[config.mk]
export PLATFORM = sky130hd
export DESIGN_NAME = pool_layer
export DESIGN_NICKNAME = d
export VERILOG_FILES = /design/src/rtl/pool_layer.sv
export SDC_FILE = /design/constraint.sdc
export NUM_CORES = 1
export LEC_CHECK = 0
export CAP_MARGIN = 25
export CELL_PAD_IN_SITES_DETAIL_PLACEMENT = 1
export CELL_PAD_IN_SITES_GLOBAL_PLACEMENT = 2
export CORE_UTILIZATION = 40
export CTS_CLUSTER_DIAMETER = 60
export DETAILED_ROUTE_END_ITERATION = 6
export PLACE_DENSITY = 0.75
export SKIP_LAST_GASP = 1
export SYNTH_ARGS = -nofsm -noshare
export SYNTH_HDL_FRONTEND = slang
export SYNTH_SLANG_ARGS = --single-unit
[constraint.sdc]
create_clock -name clk -period 12.9 [get_ports clk]
set_clock_uncertainty 0.2 [all_clocks]
set_input_delay 1.29 -clock clk [delete_from_list [all_inputs] [get_ports clk]]
set_output_delay 1.29 -clock clk [all_outputs]
set_load 0.05 [all_outputs]
[src/rtl/pool_layer.sv]
// pool_layer: 2x2 stride-2 max-pooling stage fed by conv_layer.
// Pixels arrive in raster order with all channels side by side. Each lane keeps
// a horizontal max register and a line buffer of half-row maxima. The odd-row /
// odd-column pixel closes a window, and the pooled pixel goes to the next layer.
// A one-deep pending register absorbs a single downstream stall. While a result
// is pending, o_ready drops so that no further window can complete.
module pool_layer #(
  parameter  int DATA_SIZE = 8,
  parameter  int IMG_DIM   = 26,
  parameter  int CHANNELS  = 4,
  parameter  int SIGNED    = 0,
  localparam int OUT_DIM   = IMG_DIM / 2
) (
  input  logic                          clk,
  input  logic                          rst,
  input  logic [CHANNELS-1:0]           i_we,
  input  logic [DATA_SIZE*CHANNELS-1:0] i_data,
  input  logic                          i_start,
  output logic                          o_ready,
  input  logic                          i_next_ready,
  output logic [DATA_SIZE*CHANNELS-1:0] o_next_data,
  output logic [CHANNELS-1:0]           o_next_we,
  output logic                          o_next_start
);

  localparam int CW  = (IMG_DIM > 2) ? $clog2(IMG_DIM) : 1;
  localparam int LBW = (OUT_DIM > 1) ? $clog2(OUT_DIM) : 1;
  localparam logic [CW-1:0] C_LAST  = CW'(IMG_DIM - 1);
  localparam logic          ODD_DIM = ((IMG_DIM % 2) != 0);

  typedef enum logic {
    ST_RUN   = 1'b0,
    ST_STALL = 1'b1
  } state_t;

  // Larger of two elements. Signedness is fixed at elaboration. On a tie either
  // operand is returned, and both give the same value.
  function automatic logic [DATA_SIZE-1:0] f_max(input logic [DATA_SIZE-1:0] a,
                                                 input logic [DATA_SIZE-1:0] b);
    logic a_gt;
    if (SIGNED != 0) a_gt = ($signed(a) > $signed(b));
    else             a_gt = (a > b);
    return a_gt ? a : b;
  endfunction

  // i_start only marks pixel boundaries for conv-style consumers. Here the
  // write strobe alone carries that information, so i_start is not used.
  logic w_unused_start;
  assign w_unused_start = i_start;

  state_t                          r_state;
  state_t                          w_state_nxt;
  logic [CW-1:0]                   r_row;
  logic [CW-1:0]                   r_col;
  logic                            r_ready;
  logic [CHANNELS-1:0]             r_next_we;
  logic                            r_next_start;
  logic [DATA_SIZE*CHANNELS-1:0]   r_next_data;
  logic [DATA_SIZE*CHANNELS-1:0]   r_pend_data;
  logic [DATA_SIZE-1:0]            r_h   [CHANNELS];
  logic [DATA_SIZE-1:0]            r_lb  [CHANNELS][OUT_DIM];

  logic                            w_accept;
  logic                            w_in_win;
  logic                            w_row_odd;
  logic                            w_col_odd;
  logic                            w_result_due;
  logic [LBW-1:0]                  w_lb_idx;
  logic [DATA_SIZE-1:0]            w_in      [CHANNELS];
  logic [DATA_SIZE-1:0]            w_max_hin [CHANNELS];
  logic [DATA_SIZE-1:0]            w_max_lbin[CHANNELS];
  logic [DATA_SIZE*CHANNELS-1:0]   w_result;
  logic                            w_emit_new;
  logic                            w_emit_pend;
  logic                            w_latch_pend;

  assign w_accept  = (|i_we) & r_ready;
  assign w_row_odd = r_row[0];
  assign w_col_odd = r_col[0];
  // With an odd map size, the last row and the last column are not part of any window.
  assign w_in_win  = !(ODD_DIM && ((r_row == C_LAST) || (r_col == C_LAST)));
  assign w_lb_idx  = LBW'(r_col >> 1);
  assign w_result_due = w_accept & w_in_win & w_row_odd & w_col_odd;

  // Per-lane comparators: new pixel against the horizontal register and against the line buffer.
  always_comb begin
    w_result = '0;
    for (int c = 0; c < CHANNELS; c++) begin
      w_in[c]       = i_data[c*DATA_SIZE +: DATA_SIZE];
      w_max_hin[c]  = f_max(r_h[c], w_in[c]);
      w_max_lbin[c] = f_max(r_lb[c][w_lb_idx], w_in[c]);
      w_result[c*DATA_SIZE +: DATA_SIZE] = w_max_hin[c];
    end
  end

  // Raster position of the next pixel to be accepted. It wraps at the end of each row and frame.
  always_ff @(posedge clk or posedge rst) begin
    if (rst) begin
      r_row <= '0;
      r_col <= '0;
    end else if (w_accept) begin
      if (r_col == C_LAST) begin
        r_col <= '0;
        if (r_row == C_LAST) r_row <= '0;
        else                 r_row <= r_row + CW'(1);
      end else begin
        r_col <= r_col + CW'(1);
      end
    end else begin
      r_row <= r_row;
      r_col <= r_col;
    end
  end

  // Window accumulation storage. It does not need a reset, because every slot
  // is written before it is read within a frame.
  always_ff @(posedge clk) begin
    if (w_accept && w_in_win) begin
      for (int c = 0; c < CHANNELS; c++) begin
        case ({w_row_odd, w_col_odd})
          2'b00:   r_h[c] <= w_in[c];
          2'b01:   r_lb[c][w_lb_idx] <= w_max_hin[c];
          2'b10:   r_h[c] <= w_max_lbin[c];
          default: r_h[c] <= r_h[c];
        endcase
      end
    end
  end

  // Output-stage state register: running, or holding one undelivered result.
  always_ff @(posedge clk or posedge rst) begin
    if (rst) r_state <= ST_RUN;
    else     r_state <= w_state_nxt;
  end

  // Next state: a stall begins when a result is due and downstream is busy.
  // The stall ends on the first cycle downstream is ready.
  always_comb begin
    w_state_nxt = r_state;
    case (r_state)
      ST_RUN: begin
        if (w_result_due && !i_next_ready) w_state_nxt = ST_STALL;
        else                               w_state_nxt = ST_RUN;
      end
      ST_STALL: begin
        if (i_next_ready) w_state_nxt = ST_RUN;
        else              w_state_nxt = ST_STALL;
      end
      default: w_state_nxt = ST_RUN;
    endcase
  end

  // Output-stage controls: emit a fresh result, emit the pending one, or park a fresh result.
  always_comb begin
    w_emit_new   = 1'b0;
    w_emit_pend  = 1'b0;
    w_latch_pend = 1'b0;
    case (r_state)
      ST_RUN: begin
        w_emit_new   = w_result_due & i_next_ready;
        w_latch_pend = w_result_due & ~i_next_ready;
      end
      ST_STALL: begin
        w_emit_pend  = i_next_ready;
      end
      default: begin
        w_emit_new   = 1'b0;
        w_emit_pend  = 1'b0;
        w_latch_pend = 1'b0;
      end
    endcase
  end

  // Registered handshake and data toward the next layer. o_next_start trails o_next_we by one cycle.
  always_ff @(posedge clk or posedge rst) begin
    if (rst) begin
      r_ready      <= 1'b1;
      r_next_we    <= '0;
      r_next_start <= 1'b0;
      r_next_data  <= '0;
      r_pend_data  <= '0;
    end else begin
      r_ready      <= (w_state_nxt == ST_RUN);
      r_next_we    <= (w_emit_new | w_emit_pend) ? {CHANNELS{1'b1}} : {CHANNELS{1'b0}};
      r_next_start <= |r_next_we;
      if (w_emit_new)       r_next_data <= w_result;
      else if (w_emit_pend) r_next_data <= r_pend_data;
      else                  r_next_data <= r_next_data;
      if (w_latch_pend)     r_pend_data <= w_result;
      else                  r_pend_data <= r_pend_data;
    end
  end

  assign o_ready      = r_ready;
  assign o_next_we    = r_next_we;
  assign o_next_start = r_next_start;
  assign o_next_data  = r_next_data;

endmodule

Word level (Yosys, flattened, before mapping)
Memories as Yosys holds them, arrays and structs flattened.
Cells that the tools add are included.

storage, ports and cells
  register bits = 81
  bits in latches = 0
  memory bits (writable) = 448
  bits in read-only memories = 0
  bits of input ports = 40
  output and inout bits = 38
  word-level logic and storage cells = 106
  memories kept = 2

memory list
  name  words  width  read ports  clocked after Yosys merged registers in  wr ports  line  RTL
  r_lb  4      104    4           0                                        4         61    logic [DATA_SIZE-1:0] r_lb [CHANNELS][OUT_DIM];
  r_h   4      8      4           0                                        4         60    logic [DATA_SIZE-1:0] r_h [CHANNELS];

operators by class
  $add $sub $neg = 2
  $mul = 0
  div/mod/pow operators = 0
  $lt $le $gt $ge = 10
  eq/ne operators = 4
  shifts and indexed selects = 0
  multiplexer cells = 53
  bitwise logic cells = 18
  reduce and logical (&&, ||, !) cells = 9

operators by type and width
  operator                                                                       count
  8-bit two-way mux                                                              25
  8-bit binary-select mux with 4-bit select                                      4
  104-bit two-way mux                                                            1
  8-bit greater-than comparator                                                  8
  32-bit two-way mux                                                             2
  8-bit demux with 4-bit select                                                  1
  1-bit two-way mux                                                              16
  5-bit by 1-bit adder with 5-bit output (second input constant)                 2
  5-bit == test (second input constant)                                          2
  5-bit two-way mux                                                              2
  1-bit bitwise OR                                                               9
  4-bit OR reduction                                                             2
  1-bit AND                                                                      5
  5-bit greater-or-equal comparator (second input constant)                      1
  5-bit by 1-bit less-than comparator with 1-bit output (second input constant)  1
  4-bit inverter with 5-bit output                                               1
  4-bit two-way mux                                                              1
  1-bit inverter                                                                 3
  3-bit OR reduction                                                             1
  2-bit by 1-bit == test with 1-bit output (second input constant)               1
  2-bit == test (second input constant)                                          1
  1-bit logical AND                                                              2
  2-bit logical NOT                                                              1
  1-bit case mux with 2 select lines                                             1
  other kinds (3)                                                                3

Longest topological paths before layout
  depth after elaboration = 8
  gate-level depth with buffers = 16
  gate-level depth less buffers = 12

Least setup slack after synthesis
OpenSTA, ideal clock, no wires.

  kind = input-to-reg
  start = input i_we[1]
  end = memory r_lb[0][100] in the netlist's numbering, enable pin
  library setup time = 0.461 ns
  arrival time = 4.001 ns
  data required time = 12.239 ns
  setup slack = 8.238 ns
  stages = 4
  buffers on the path = 1
  cell sequence = o41a_1 buf_2 nand4_1 nor3_1

RTL lines
  item         line  RTL
  from (decl)  16    input logic [CHANNELS-1:0] i_we,
  to (decl)    61

==> metrics list <==
* Vias per inst: 5.60
- Counting instances, the worst hold path has a depth of 0.
- The run finished with clean final reports.
- In the final design database the tool counted 1,528 nets.
* # placed instances: 2,060
- TritonCTS built the clock tree.
* Worst supply voltage drop on vdd: 0.000141 V
- Post-synth cell types: 50
- Launch instance of the worst min-delay path: o_next_we[2]$_DFF_PP0_
- For the worst flop-to-flop path, the logic depth is 13.
- Mapped Area: 22,000 µm²
- The via count of the first global-routing pass came to 13,000.
- The commonest cells after synthesis are edfxtp_1 (448), nand2_1 (98), mux4_2 (87).
- 78 I/O pins were placed.
- The die is 237 µm wide.
- CP endpoint kind: register
- All-Layer GR Usage: 19.4%
- In this run the register-to-register setup slack is 7.72 ns.
* Number of rows created at floorplan: 85
- The endpoint identified for the worst register-to-register timing path is r_h[1][5]$_DFFE_PP_.
- Grt ovf: 0
* Number of antenna-violating nets in the routed design: 0
* Fraction of synthesis flops using an asynchronous set or reset pin: 14.8%
- Power spread over the standard cell area amounts to 248 nW/µm².
* Number of filler instances in the final layout: 5,160
- Summing all non-filler instances in the final layout gives an area of 25,500 µm².
* Clk buf depth: 3
- Area of the core: 54,100 µm²
- Maximum number of pins on one net before global-route repair: 79
- Number of pins exceeding their max-slew limit in the final report: 0
* Met3 Usage GRT: 3.17%
- Met2 capacity usage during global routing: 31.6%
* Clock slew at the register clock pins of the worst setup and hold paths: 0.06 ns
* Shortest clock period the worst path allows after layout: 5.18 ns
* Worst hold path type: register to register
- Gates resized during post-CTS repair numbered 0.
- Setup Viol. Count Final: 0
- Static Leak: 9.08 nW
- Final estimated routing congestion in global placement: 0.752
- Number of setup buffers added after CTS: 0
- For this run, the share of the core covered by cells in the final layout is 47.1%.
* Number of buffers inserted by port buffering: 76
- met2 is the most crowded layer.
- Based on the critical path, the design can be clocked at up to 193 MHz.
* Final worst-path setup slack: 7.72 ns
- Multi-input gate area in the final layout: 6120 µm²
* Number of H-tree levels: 2
- Of the synthesized area, sequential elements account for 70.0%.
- Top cells by area, synth: edfxtp_1 (61%), mux4_2 (8.9%), dfrtp_1 (8.8%), ha_1 (3.9%), mux2i_1 (2.1%)
* Nets in the synthesized netlist: 1,434
* Starting density of the core: 40.7%
* Most instantiated flip-flop cell in the synthesis netlist: edfxtp_1
- STA classifies the critical path startpoint as a register.
* Crit path max fanout: 44
- The first global-routing pass estimated 81,100 µm of wire.
- After detailed placement, the total cell area comes to 23,600 µm².
- Met1 demand-to-capacity share in global routing: 27.6%
* Proportion of layout cells with a drive suffix above 1: 18.3%
* EDFF count, synth: 448
- Routed Wire Length: 53,400 µm
* Ratio of final minimum period to clock period: 40.2%
* Area fraction of the dominant cell type after synthesis: 61.1%
* Worst setup slack before clock tree synthesis: 7.69 ns
* Library cell with the highest instance count after synthesis: edfxtp_1
- Routed vias: 12,100
- After detailed routing, the average wire length per cell comes to 24.7 µm.
- The cell count after synthesis came out at 1,326.
- At the later pin of the worst-skew pair, clock insertion delay measures 0.60 ns.
- Type of the setup path with the least slack: register to register
- Worst EP required: 13.04 ns
* Yosys top cell by area: edfxtp_1
* Number of hold buffers added after cts: 0
- Clock buffers created by TritonCTS: 52
* Worst slew margin relative to its limit: 40.7%
* CP arrival: 5.32 ns
- P&R area growth vs syn: 15.7%
* Number of iterations in the first detailed-routing pass: 5
* Area of the die: 56,000 µm²
- The worst hold path terminates at o_next_start$_DFF_PP0_.
- Counting flops and latches in the post-synthesis netlist gives 526.
* Post-detail-place hpwl: 31,200 µm
- Post-Synthesis Mean Instance Area: 16.6 µm²
- The clock net in this run drives a total of 526 sinks.
- Initial antenna violation count: 0
- Endpoints failing hold: 0
- Combined flip-flop and latch cell area: 15,400 µm²
* Clock root buffer: clkbuf_16
- Count of non-filler cells in the finished layout: 2,159
- During synthesis, Yosys emitted a total of 0 warnings.
- After detailed routing, the number of remaining DRC violations is 0.
- Die span in y: 237 µm
- Setup TNS after final layout: 0 ns
* Setup repair after global routing missed its margin: no
- Worst-margin pin slew: 0.865 ns
- In this run the critical register-to-register path is launched from r_col[2]$_DFFE_PP0P_.
- Iteration-0 DRC count of the detailed router: 1,113
- Max cap viols: 0
layout make-up:
| cell class | count | area share [%] |
|---|---|---|
| diodes | 1 | 0.00982 |
| clock buffers | 62 | 5.34 |
| clock inverters | 34 | 1.65 |
| inverters | 74 | 1.10 |
| multi-input cells | 662 | 24.0 |
| flip-flops and latches | 526 | 60.5 |
| well taps | 696 | 3.42 |
| repair buffers | 104 | 3.94 |
power breakdown:
| part | leakage (nW) | switching (mW) | internal (mW) | total (mW) |
|---|---|---|---|---|
| Sequential | 5.00 | 0.175 | 2.35 | 2.53 |
| Combinational | 3.21 | 1.41 | 0.784 | 2.19 |
| Clock | 0.867 | 0.637 | 0.951 | 1.59 |
registers in the layout (all words and copies together) (netlist names):
signal        count
o_ready           1
r_col             5
r_row             5
r_h              32
o_next_data      32
o_next_start      1
o_next_we         1
r_lb            416
r_pend_data      32
r_state           1
per-layer routing:
metal  routed length (µm)  part of all wire [%]  up-vias
li1                     -                     -     5377
met5                    0                     0        -
met3                 2810                   5.3       56
met4                  755                   1.4        0
met1                24600                    46     6368
met2                25300                    47      295
through the flow:
stage	hold slack [ns]	total power [mW]
6_report	0.251	6.31
5_1_grt	0.270	6.63
4_1_cts	0.258	6.37
3_5_place_dp	0.243	4.77
3_3_place_gp	0.219	4.68
2_1_floorplan	0.251	4.01
critical path, stage by stage (launching register included):
cell and delay, ns:
dfrtp_4 0.71, buf_4 0.63, buf_4 0.68, mux2_2 0.41, nand3_1 0.07, o21ai_0 0.11, a21oi_1 0.16, nand3_1 0.18
ha_1 0.32, nand2_1 0.07, nor2_1 0.19, a21oi_1 0.12, a211oi_2 0.62, mux2_2 0.41
cells in the final DEF (no fill, tap or decap), types with 46 or more instances in the layout:
cell type / synthesis / layout
edfxtp_1: 448 / 448
nand2_1: 98 / 98
mux4_2: 87 / 87
clkdlybuf4s50_1: 0 / 76
dfrtp_1: 77 / 75
inv_1: 74 / 73
a21oi_1: 70 / 70
ha_1: 68 / 68
clkbuf_16: 0 / 53
o21ai_0: 50 / 50
mux2i_1: 46 / 46
kinds of logic (layout without fill, tap and decap cells):
| group | count (synthesis) | after routing | share of synthesized area, % |
|---|---|---|---|
| buffers and inverters | 138 | 274 | 2.76 |
| other | 0 | 1 | 0 |
| DFF | 526 | 526 | 70.0 |
| adders and majority gates | 68 | 68 | 3.87 |
| muxes | 172 | 172 | 13.0 |
| AOI/OAI and AO/OA | 227 | 227 | 6.34 |
| and+or+nand+nor | 195 | 195 | 4.06 |
worst max path at each step:
stage / start / to / slack [ns]
final: r_col[2]$_DFFE_PP0P_ / r_h[1][5]$_DFFE_PP_ / 7.72
after global routing: r_col[2]$_DFFE_PP0P_ / r_h[1][1]$_DFFE_PP_ / 7.41
after CTS: r_col[2]$_DFFE_PP0P_ / r_h[1][5]$_DFFE_PP_ / 7.62
after detailed placement: r_col[2]$_DFFE_PP0P_ / r_h[1][2]$_DFFE_PP_ / 7.69
after global placement: r_col[2]$_DFFE_PP0P_ / r_h[1][6]$_DFFE_PP_ / 7.74
after floorplan: i_we[1] / r_lb[0][100]$_DFFE_PP_ / 8.24
No activity file was read; power rests on OpenSTA's default activity.
